`src/rtl/intersection_phase_scheduler.sv`:
```
// Demand-driven two-axis intersection phase scheduler: min/max green, yellow,
// all-red clearance, latched pedestrian requests with walk, and preempt override.
module intersection_phase_scheduler #(
   parameter int MIN_GREEN    = 4,
   parameter int MAX_GREEN    = 10,
   parameter int YELLOW_TIME  = 2,
   parameter int ALL_RED_TIME = 1,
   parameter int WALK_TIME    = 3
) (
   input  logic       clk,
   input  logic       reset,
   input  logic [1:0] veh_req,
   input  logic [1:0] ped_req,
   input  logic       preempt,
   output logic [1:0] ns_light,
   output logic [1:0] ew_light,
   output logic [1:0] walk,
   output logic [1:0] ped_pending,
   output logic       phase_start
);

   localparam int TW = $clog2(MAX_GREEN + 1);

   localparam logic [TW-1:0] TIMER_SAT = TW'(MAX_GREEN);
   localparam logic [TW:0]   MIN_T     = (TW+1)'(MIN_GREEN);
   localparam logic [TW:0]   MAX_T     = (TW+1)'(MAX_GREEN);
   localparam logic [TW:0]   YEL_T     = (TW+1)'(YELLOW_TIME);
   localparam logic [TW:0]   AR_T      = (TW+1)'(ALL_RED_TIME);
   localparam logic [TW:0]   WALK_T    = (TW+1)'(WALK_TIME);
   localparam logic [TW:0]   ONE       = {{TW{1'b0}}, 1'b1};

   localparam logic [1:0] LIGHT_RED    = 2'b00;
   localparam logic [1:0] LIGHT_YELLOW = 2'b01;
   localparam logic [1:0] LIGHT_GREEN  = 2'b10;

   typedef enum logic [1:0] {
      ST_ALL_RED = 2'd0,
      ST_GREEN   = 2'd1,
      ST_YELLOW  = 2'd2
   } state_t;

   state_t        state, state_nx;
   logic          dir, dir_nx;
   logic          last_dir, last_dir_nx;
   logic [TW-1:0] timer, timer_nx;
   logic [TW:0]   timer_inc;
   logic [1:0]    demand;
   logic          green_entry;
   logic [1:0]    ns_nx, ew_nx, walk_nx, pending_nx;
   logic          phase_start_nx;

   // timer_inc compares as "timer >= N-1" without an always-true unsigned compare when N=1
   assign timer_inc = {1'b0, timer} + ONE;
   assign demand    = veh_req | ped_pending;

   always_comb begin
      state_nx    = state;
      dir_nx      = dir;
      last_dir_nx = last_dir;
      case (state)
         ST_ALL_RED: begin
            if (!preempt && (timer_inc >= AR_T) && (|demand)) begin
               state_nx = ST_GREEN;
               dir_nx   = (&demand) ? ~last_dir : demand[1];
            end
         end
         ST_GREEN: begin
            if (preempt ||
                ((timer_inc >= MIN_T) && !veh_req[dir] && demand[~dir]) ||
                ((timer_inc >= MAX_T) && demand[~dir]))
               state_nx = ST_YELLOW;
         end
         ST_YELLOW: begin
            if (timer_inc >= YEL_T) begin
               state_nx    = ST_ALL_RED;
               last_dir_nx = dir;
            end
         end
         default: begin
            state_nx = ST_ALL_RED;
         end
      endcase
   end

   // Preempt keeps the all-red timer at zero so a full clearance follows release.
   always_comb begin
      timer_nx = timer;
      if ((state_nx != state) || ((state == ST_ALL_RED) && preempt))
         timer_nx = '0;
      else if (timer < TIMER_SAT)
         timer_nx = timer_inc[TW-1:0];
   end

   assign green_entry = (state_nx == ST_GREEN) && (state != ST_GREEN);

   always_comb begin
      ns_nx          = LIGHT_RED;
      ew_nx          = LIGHT_RED;
      walk_nx        = 2'b00;
      pending_nx     = ped_pending | ped_req;
      phase_start_nx = green_entry;
      if (state_nx == ST_GREEN) begin
         if (dir_nx) ew_nx = LIGHT_GREEN;
         else        ns_nx = LIGHT_GREEN;
      end else if (state_nx == ST_YELLOW) begin
         if (dir_nx) ew_nx = LIGHT_YELLOW;
         else        ns_nx = LIGHT_YELLOW;
      end
      if (green_entry) begin
         walk_nx[dir_nx]    = ped_pending[dir_nx] | ped_req[dir_nx];
         pending_nx[dir_nx] = 1'b0;
      end else if ((state == ST_GREEN) && (state_nx == ST_GREEN)) begin
         walk_nx = (timer_inc < WALK_T) ? walk : 2'b00;
      end
   end

   always_ff @(posedge clk) begin
      if (reset) begin
         state       <= ST_ALL_RED;
         dir         <= 1'b0;
         last_dir    <= 1'b1;
         timer       <= '0;
         ns_light    <= LIGHT_RED;
         ew_light    <= LIGHT_RED;
         walk        <= 2'b00;
         ped_pending <= 2'b00;
         phase_start <= 1'b0;
      end else begin
         state       <= state_nx;
         dir         <= dir_nx;
         last_dir    <= last_dir_nx;
         timer       <= timer_nx;
         ns_light    <= ns_nx;
         ew_light    <= ew_nx;
         walk        <= walk_nx;
         ped_pending <= pending_nx;
         phase_start <= phase_start_nx;
      end
   end

endmodule

```
`config.mk`:
```
export PLATFORM = sky130hd
export DESIGN_NAME = intersection_phase_scheduler
export DESIGN_NICKNAME = d
export VERILOG_FILES = /design/src/rtl/intersection_phase_scheduler.sv
export SDC_FILE = /design/constraint.sdc
export NUM_CORES = 1
export LEC_CHECK = 0
export ABC_CLOCK_PERIOD_IN_PS = 2300
export CAP_MARGIN = 20
export CORE_UTILIZATION = 50
export CTS_CLUSTER_SIZE = 10
export DETAILED_ROUTE_END_ITERATION = 7
export PLACE_DENSITY = 0.86
export SLEW_MARGIN = 20
export SYNTH_ARGS = -nofsm -noshare
export SYNTH_HDL_FRONTEND = slang
export SYNTH_SLANG_ARGS = --single-unit
```
`constraint.sdc`:
```
create_clock -name clk -period 2.3 [get_ports clk]
set_input_delay 0.345 -clock clk [delete_from_list [all_inputs] [get_ports clk]]
set_output_delay 0.345 -clock clk [all_outputs]
set_load 0.005 [all_outputs]
```
Word-level counts from Yosys, hierarchy flattened
Index checks and enable logic that the tools add are counted.
- bits in registers: 17
- bits in writable memories: 0
- input port bits: 7
- bits in read-only memories: 0
- output and inout port bits: 9
- memories: 0
- bits in latches: 0
- bitwise operators: 8
- $lt $le $gt $ge: 10
- reductions and logical operators: 19
- add/subtract/negate cells: 1
- div/mod/pow operators: 0
- eq/ne operators: 7
- shift-type cells: 0
- $mul: 0
- mux-type cells: 29
- operators with widths (kind ; number):
    2-to-1 mux 2 bit ; 11
    2-to-1 mux 1 bit ; 16
    logical AND 1 bit ; 9
    < comparator 1 x 2 -> 1 bit (second input constant) ; 3
    one-hot mux 2 bit (3 select lines) ; 1
    adder 4 x 1 -> 5 bit (second input constant) ; 1
    >= comparator 5 x 1 -> 1 bit (second input constant) ; 1
    >= comparator 5 x 2 -> 1 bit (second input constant) ; 1
    >= comparator 5 x 3 -> 1 bit (second input constant) ; 1
    >= comparator 5 x 4 -> 1 bit (second input constant) ; 1
    < comparator 5 x 2 -> 1 bit (second input constant) ; 1
    bitwise AND 2 bit ; 2
    == test 2 x 1 -> 1 bit (second input constant) ; 2
    == test 2 bit (second input constant) ; 2
    < comparator 4 bit (second input constant) ; 1
    bitwise OR 2 bit ; 2
    AND reduction 2 bit ; 2
    OR reduction 2 bit ; 2
    logical OR 1 bit ; 3
    != test 3 bit (second input constant) ; 1
    zero test 1 bit ; 2
    zero test 2 bit ; 1
    != test 2 x 1 -> 1 bit (second input constant) ; 1
    != test 2 bit ; 1
    other kinds (5) ; 6

Longest topological paths before layout
- depth in word-level cells: 13
- mapped depth: 7
- gate-level depth less buffers: 7

Worst setup path before layout
OpenSTA, ideal clock, no wires.
- path kind: flip-flop to flip-flop
- from: register timer[0]
- to: register ns_light[0]
- cell stages (with the launch flop): 7
- period minus slack after synthesis: 1.971 ns
- setup time: 0.120 ns
- required time: 2.180 ns
- arrival time: 1.851 ns
- setup slack: 0.329 ns
- cell sequence: dfxtp_1 inv_1 ha_1 or4_4 o21ai_4 o21ai_0 nor3b_2
- cells in the longest elaborated chain, start to end: 11
- elaborated cells between the ends (all ways): 23
- classes of those cells: add/sub: 1; order compare: 4; eq/ne: 2; mux: 9; reduce/logical: 7
- ends and longest elaborated chain (item ; line ; RTL):
    from (decl) ; 45 ; logic [TW-1:0] timer, timer_nx;
    from (signal assigned) ; 132 ; timer <= timer_nx;
    adder 4 x 1 -> 5 bit * ; 53 ; assign timer_inc = {1'b0, timer} + ONE;
    via timer_inc[0] ; 46 ; logic [TW:0] timer_inc;
    >= comparator 5 x 3 -> 1 bit ; 69 ; ((timer_inc >= MIN_T) && !veh_req[dir] && demand[~dir]) ||
    logical AND 1 bit (2 in series) ; 69 ;
    logical OR 1 bit ; 68 ; if (preempt ||
    logical OR 1 bit ; 69 ;
    2-to-1 mux 2 bit ; 68 ;
    one-hot mux 2 bit (3 select lines) ; 60 ; case (state)
    == test 2 bit ; 105 ; end else if (state_nx == ST_YELLOW) begin
    2-to-1 mux 1 bit ; 105 ;
    2-to-1 mux 2 bit * ; 102 ; if (state_nx == ST_GREEN) begin
    to (signal assigned) ; 133 ; ns_light <= ns_nx;
    to (decl) ; 15 ; output logic [1:0] ns_light,
Mark *: on every way through the listed nets, which the timed path passes. The rest lies on a longest branch.
A chain may end at the register's enable or synchronous reset.

Worst setup path in the final report
Ends and elaborated chain as after synthesis.

==> results.md <==
* Netlist area before placement at around 860 µm²
* Compound-gate portion of the synthesized area at between 20% and 30%
* Min Hold Slack at 0.512 ns
* Worst setup SP type: flop
* EDFF count, synth at 0
* Maximum fanout encountered on the critical timing path at 9
* Number of rows created at floorplan at 14
* Max H-tree Level at 1
* Data required time of the critical path at between 2 and 2.5 ns
* Total setup buffers inserted after CTS at 0
* Starting Density at 55.5%
* Fin Clk Skew at 0.00408 ns
* Number of nets produced by synthesis at ~110
* Commonest register cell after synthesis: sky130_fd_sc_hd__dfxtp_1
* Total CTS buffers at 3
* Chain of cells forming the critical path: inv_1 > ha_1 > or4_4 > o21ai_4 > o21ai_0 > nor3b_2
* Simple-gate share of the synthesized area at a little over a quarter
* Pwr/cell area at ~570 nW/µm²
* Number of global-route vias before repair at between 700 and 800
* Top achievable clock speed at 463 MHz
* Fraction of synthesized cell area in xor and xnor cells at around 1.0%
* Reported max-cap violation count at 0
* Weighted congestion at the end of routability-driven global placement at between 0.8 and 0.9
* Die width at ~44 µm
* Detail-routed net length per standard cell at roughly 14 µm
* Total of endpoints with negative setup slack in the final report at 0
* Routed Wire Length at roughly 1.9 mm
* Violated checks: design-rule violations
* Floorplan die height at approximately 44 µm
* Slowest stage cell on the critical path: sky130_fd_sc_hd__or4_4
* Bufs on Longest Clock Path at 2
* Crit path arrival time at between 2 and 2.5 ns
* Drt via density at roughly 6
* Largest net degree at the start of global routing at 14
* Final critical delay including setup and external delays at 2.16 ns
* Placement-stage worst setup slack at 0.144 ns
* Initial antenna violation count at 0
* Synth cell types at 42
* CP Class: reg2reg
* Cell type group with the largest total delay on the critical path: simple AND/OR/NAND/NOR gates
* Worst path setup slack after routing at 0.139 ns
* Overall global routing resource usage at 22.4%
* Average cell area after synthesis at around 8.8 µm²
* Remaining design rule violation count at 2
* Unrepaired setup endpoints after global routing: no
* Boundary Pins at 16
* Total count of max-transition violations in the final report at 0
* Clock tree from TritonCTS: built
* Total Power at ~610 µW
* Starting DRC count in detailed routing at 20
* Static leakage power at between 0.3 and 0.4 nW
* 1st-pass router iterations at 6
* Number of hold violations in the final report at 0
* Antenna Nets Post-Route at 0
* Mapped Cells at 98
* Main combinational cell family by area after synthesis: simple AND/OR/NAND/NOR gates
* Remaining Overflow, GRT at 0
* Worst IR Drop VDD at 0.372 mV
* Period Utilization, post-route at ~94%
* Flop and latch count out of synthesis at 17
* Status: complete, but fails checks
* Synth Area in Adders at 2.89%
* Headroom to the max-slew limit at between 60 and 70%
* Port-buffer cells at 15
* Clock insertion delay at the later pin of the skew report at about 0.29 ns
* Clk slew on worst S/H paths at approximately 0.1 ns
* Number of buffers and inverters on the critical path at 1
* Number of fill cells in the layout at 125
* Category of the worst setup path capture point: flop
* Proportion of synthesized area in mux cells at 1.16%
* Setup_tns at 0 ns
* Worst-Margin Slew at about 0.46 ns
* Full die area at 1900 µm²
* Total Nets Final at 126
* # diodes at 0
* First-pass GRT wire length at between 3 and 4 mm
* Synth async-reset ratio at 0%
* Clock Root Buffer: sky130_fd_sc_hd__clkbuf_4
* Sequential cell area fraction in the yosys report at between 30% and 40%
* Area growth from synthesis to layout at 22.4%
* Share of final-layout standard cells stronger than drive strength 1 at between 10% and 20%
* HPWL after detailed placement at roughly 1.4 mm
* Number of gates resized after cts at 0
* Largest incremental delay on the critical path at about 0.55 ns
* # clock sinks at 17
* CTS hold repair buffers at 0
* Count of yosys warnings during synthesis at 0
* Vias after detailed routing at a little under 800
* Std-Cell Core Area at approximately 1600 µm²
* Worst hold path class: reg2reg
==> power by group <==
group          switching [mW]  total, mW  internal [mW]
logic                  0.0554      0.115         0.0597
clock network          0.0987      0.163         0.0648
registers              0.0178      0.329          0.311
total                   0.172      0.607          0.435
==> cell type report <==
type	count	area, µm²	share of cell area [%]
clock inverter	1	5.00	0.473
clock buffer	3	22.5	2.13
inverter	5	18.8	1.77
timing repair buffer	16	158	14.9
tap	16	20.0	1.89
sequential	17	340	32.2
multi-input combinational	74	494	46.7
==> worst register-to-register path, stage by stage, from the launching register on <==
cell and delay, ns:
sky130_fd_sc_hd__dfxtp_1 0.47, sky130_fd_sc_hd__inv_1 0.09, sky130_fd_sc_hd__ha_1 0.36, sky130_fd_sc_hd__or4_4 0.55, sky130_fd_sc_hd__o21ai_4 0.23, sky130_fd_sc_hd__o21ai_0 0.16
sky130_fd_sc_hd__nor3b_2 0.20
==> sequential cells by signal, indices dropped and copies added (netlist names), 2 cells and up <==
register	count
ped_pending	2
walk	2
timer	4
ew_light	2
ns_light	2
state	2
==> routing by layer <==
layer	vias up	track usage, %	wire, µm
li1	401	-	-
met1	362	26.6	884
met2	25	35.5	896
met3	4	6.67	97
met4	0	13.1	30
met5	-	0	0
==> cells by family (layout without fill, tap and decap cells) <==
logic type               after synthesis  count (layout)
AO/OA/AOI/OAI                         29              29
XOR/XNOR                               1               1
adder cells (fa/ha/maj)                2               2
buffers and inverters                  7              25
flip-flops                            17              17
multiplexers                           1               1
AND/OR/NAND/NOR                       41              41
==> worst paths after layout <==
kind             from  cells past startpoint  slack (ns)     endpoint
max          timer[0]                      6        0.14  ns_light[0]
min           walk[0]                      2        0.51      walk[0]
max reg2reg  timer[0]                      6        0.14  ns_light[0]
min reg2reg   walk[0]                      2        0.51      walk[0]
==> cell usage after synthesis, drive strengths merged (3+ instances only) <==
cell / count / share of area, %
nor2: 8 / 3.5
or4: 3 / 3.0
a21oi: 6 / 3.5
dfxtp: 17 / 39
nor3: 8 / 4.6
nand2: 5 / 2.2
nor3b: 3 / 3.2
o21ai: 9 / 6.9
inv: 5 / 2.2
==> cells in the final DEF (no fill, tap or decap), types with 2 or more instances in the layout <==
master	synthesis	layout
sky130_fd_sc_hd__clkbuf_4	0	3
sky130_fd_sc_hd__nand2_1	5	5
sky130_fd_sc_hd__or4_1	2	2
sky130_fd_sc_hd__inv_1	5	5
sky130_fd_sc_hd__a21oi_1	6	6
sky130_fd_sc_hd__clkdlybuf4s50_1	0	15
sky130_fd_sc_hd__ha_1	2	2
sky130_fd_sc_hd__o31ai_1	2	2
sky130_fd_sc_hd__nand4_1	2	2
sky130_fd_sc_hd__o21ai_0	7	7
sky130_fd_sc_hd__dfxtp_1	17	17
sky130_fd_sc_hd__nand3_1	2	2
sky130_fd_sc_hd__nor3_1	8	8
sky130_fd_sc_hd__nand2b_1	2	2
sky130_fd_sc_hd__nor3b_1	2	2
sky130_fd_sc_hd__nor2_1	8	8
==> through the flow <==
stage	instances	area [µm²]	util, %
floorplan	98	865	-
global placement	128	1030	66.1
detailed placement	128	1030	66.1
CTS	132	1060	67.9
global route	132	1060	67.9
finish	132	1060	67.9
(Power assumes the default switching activity.)
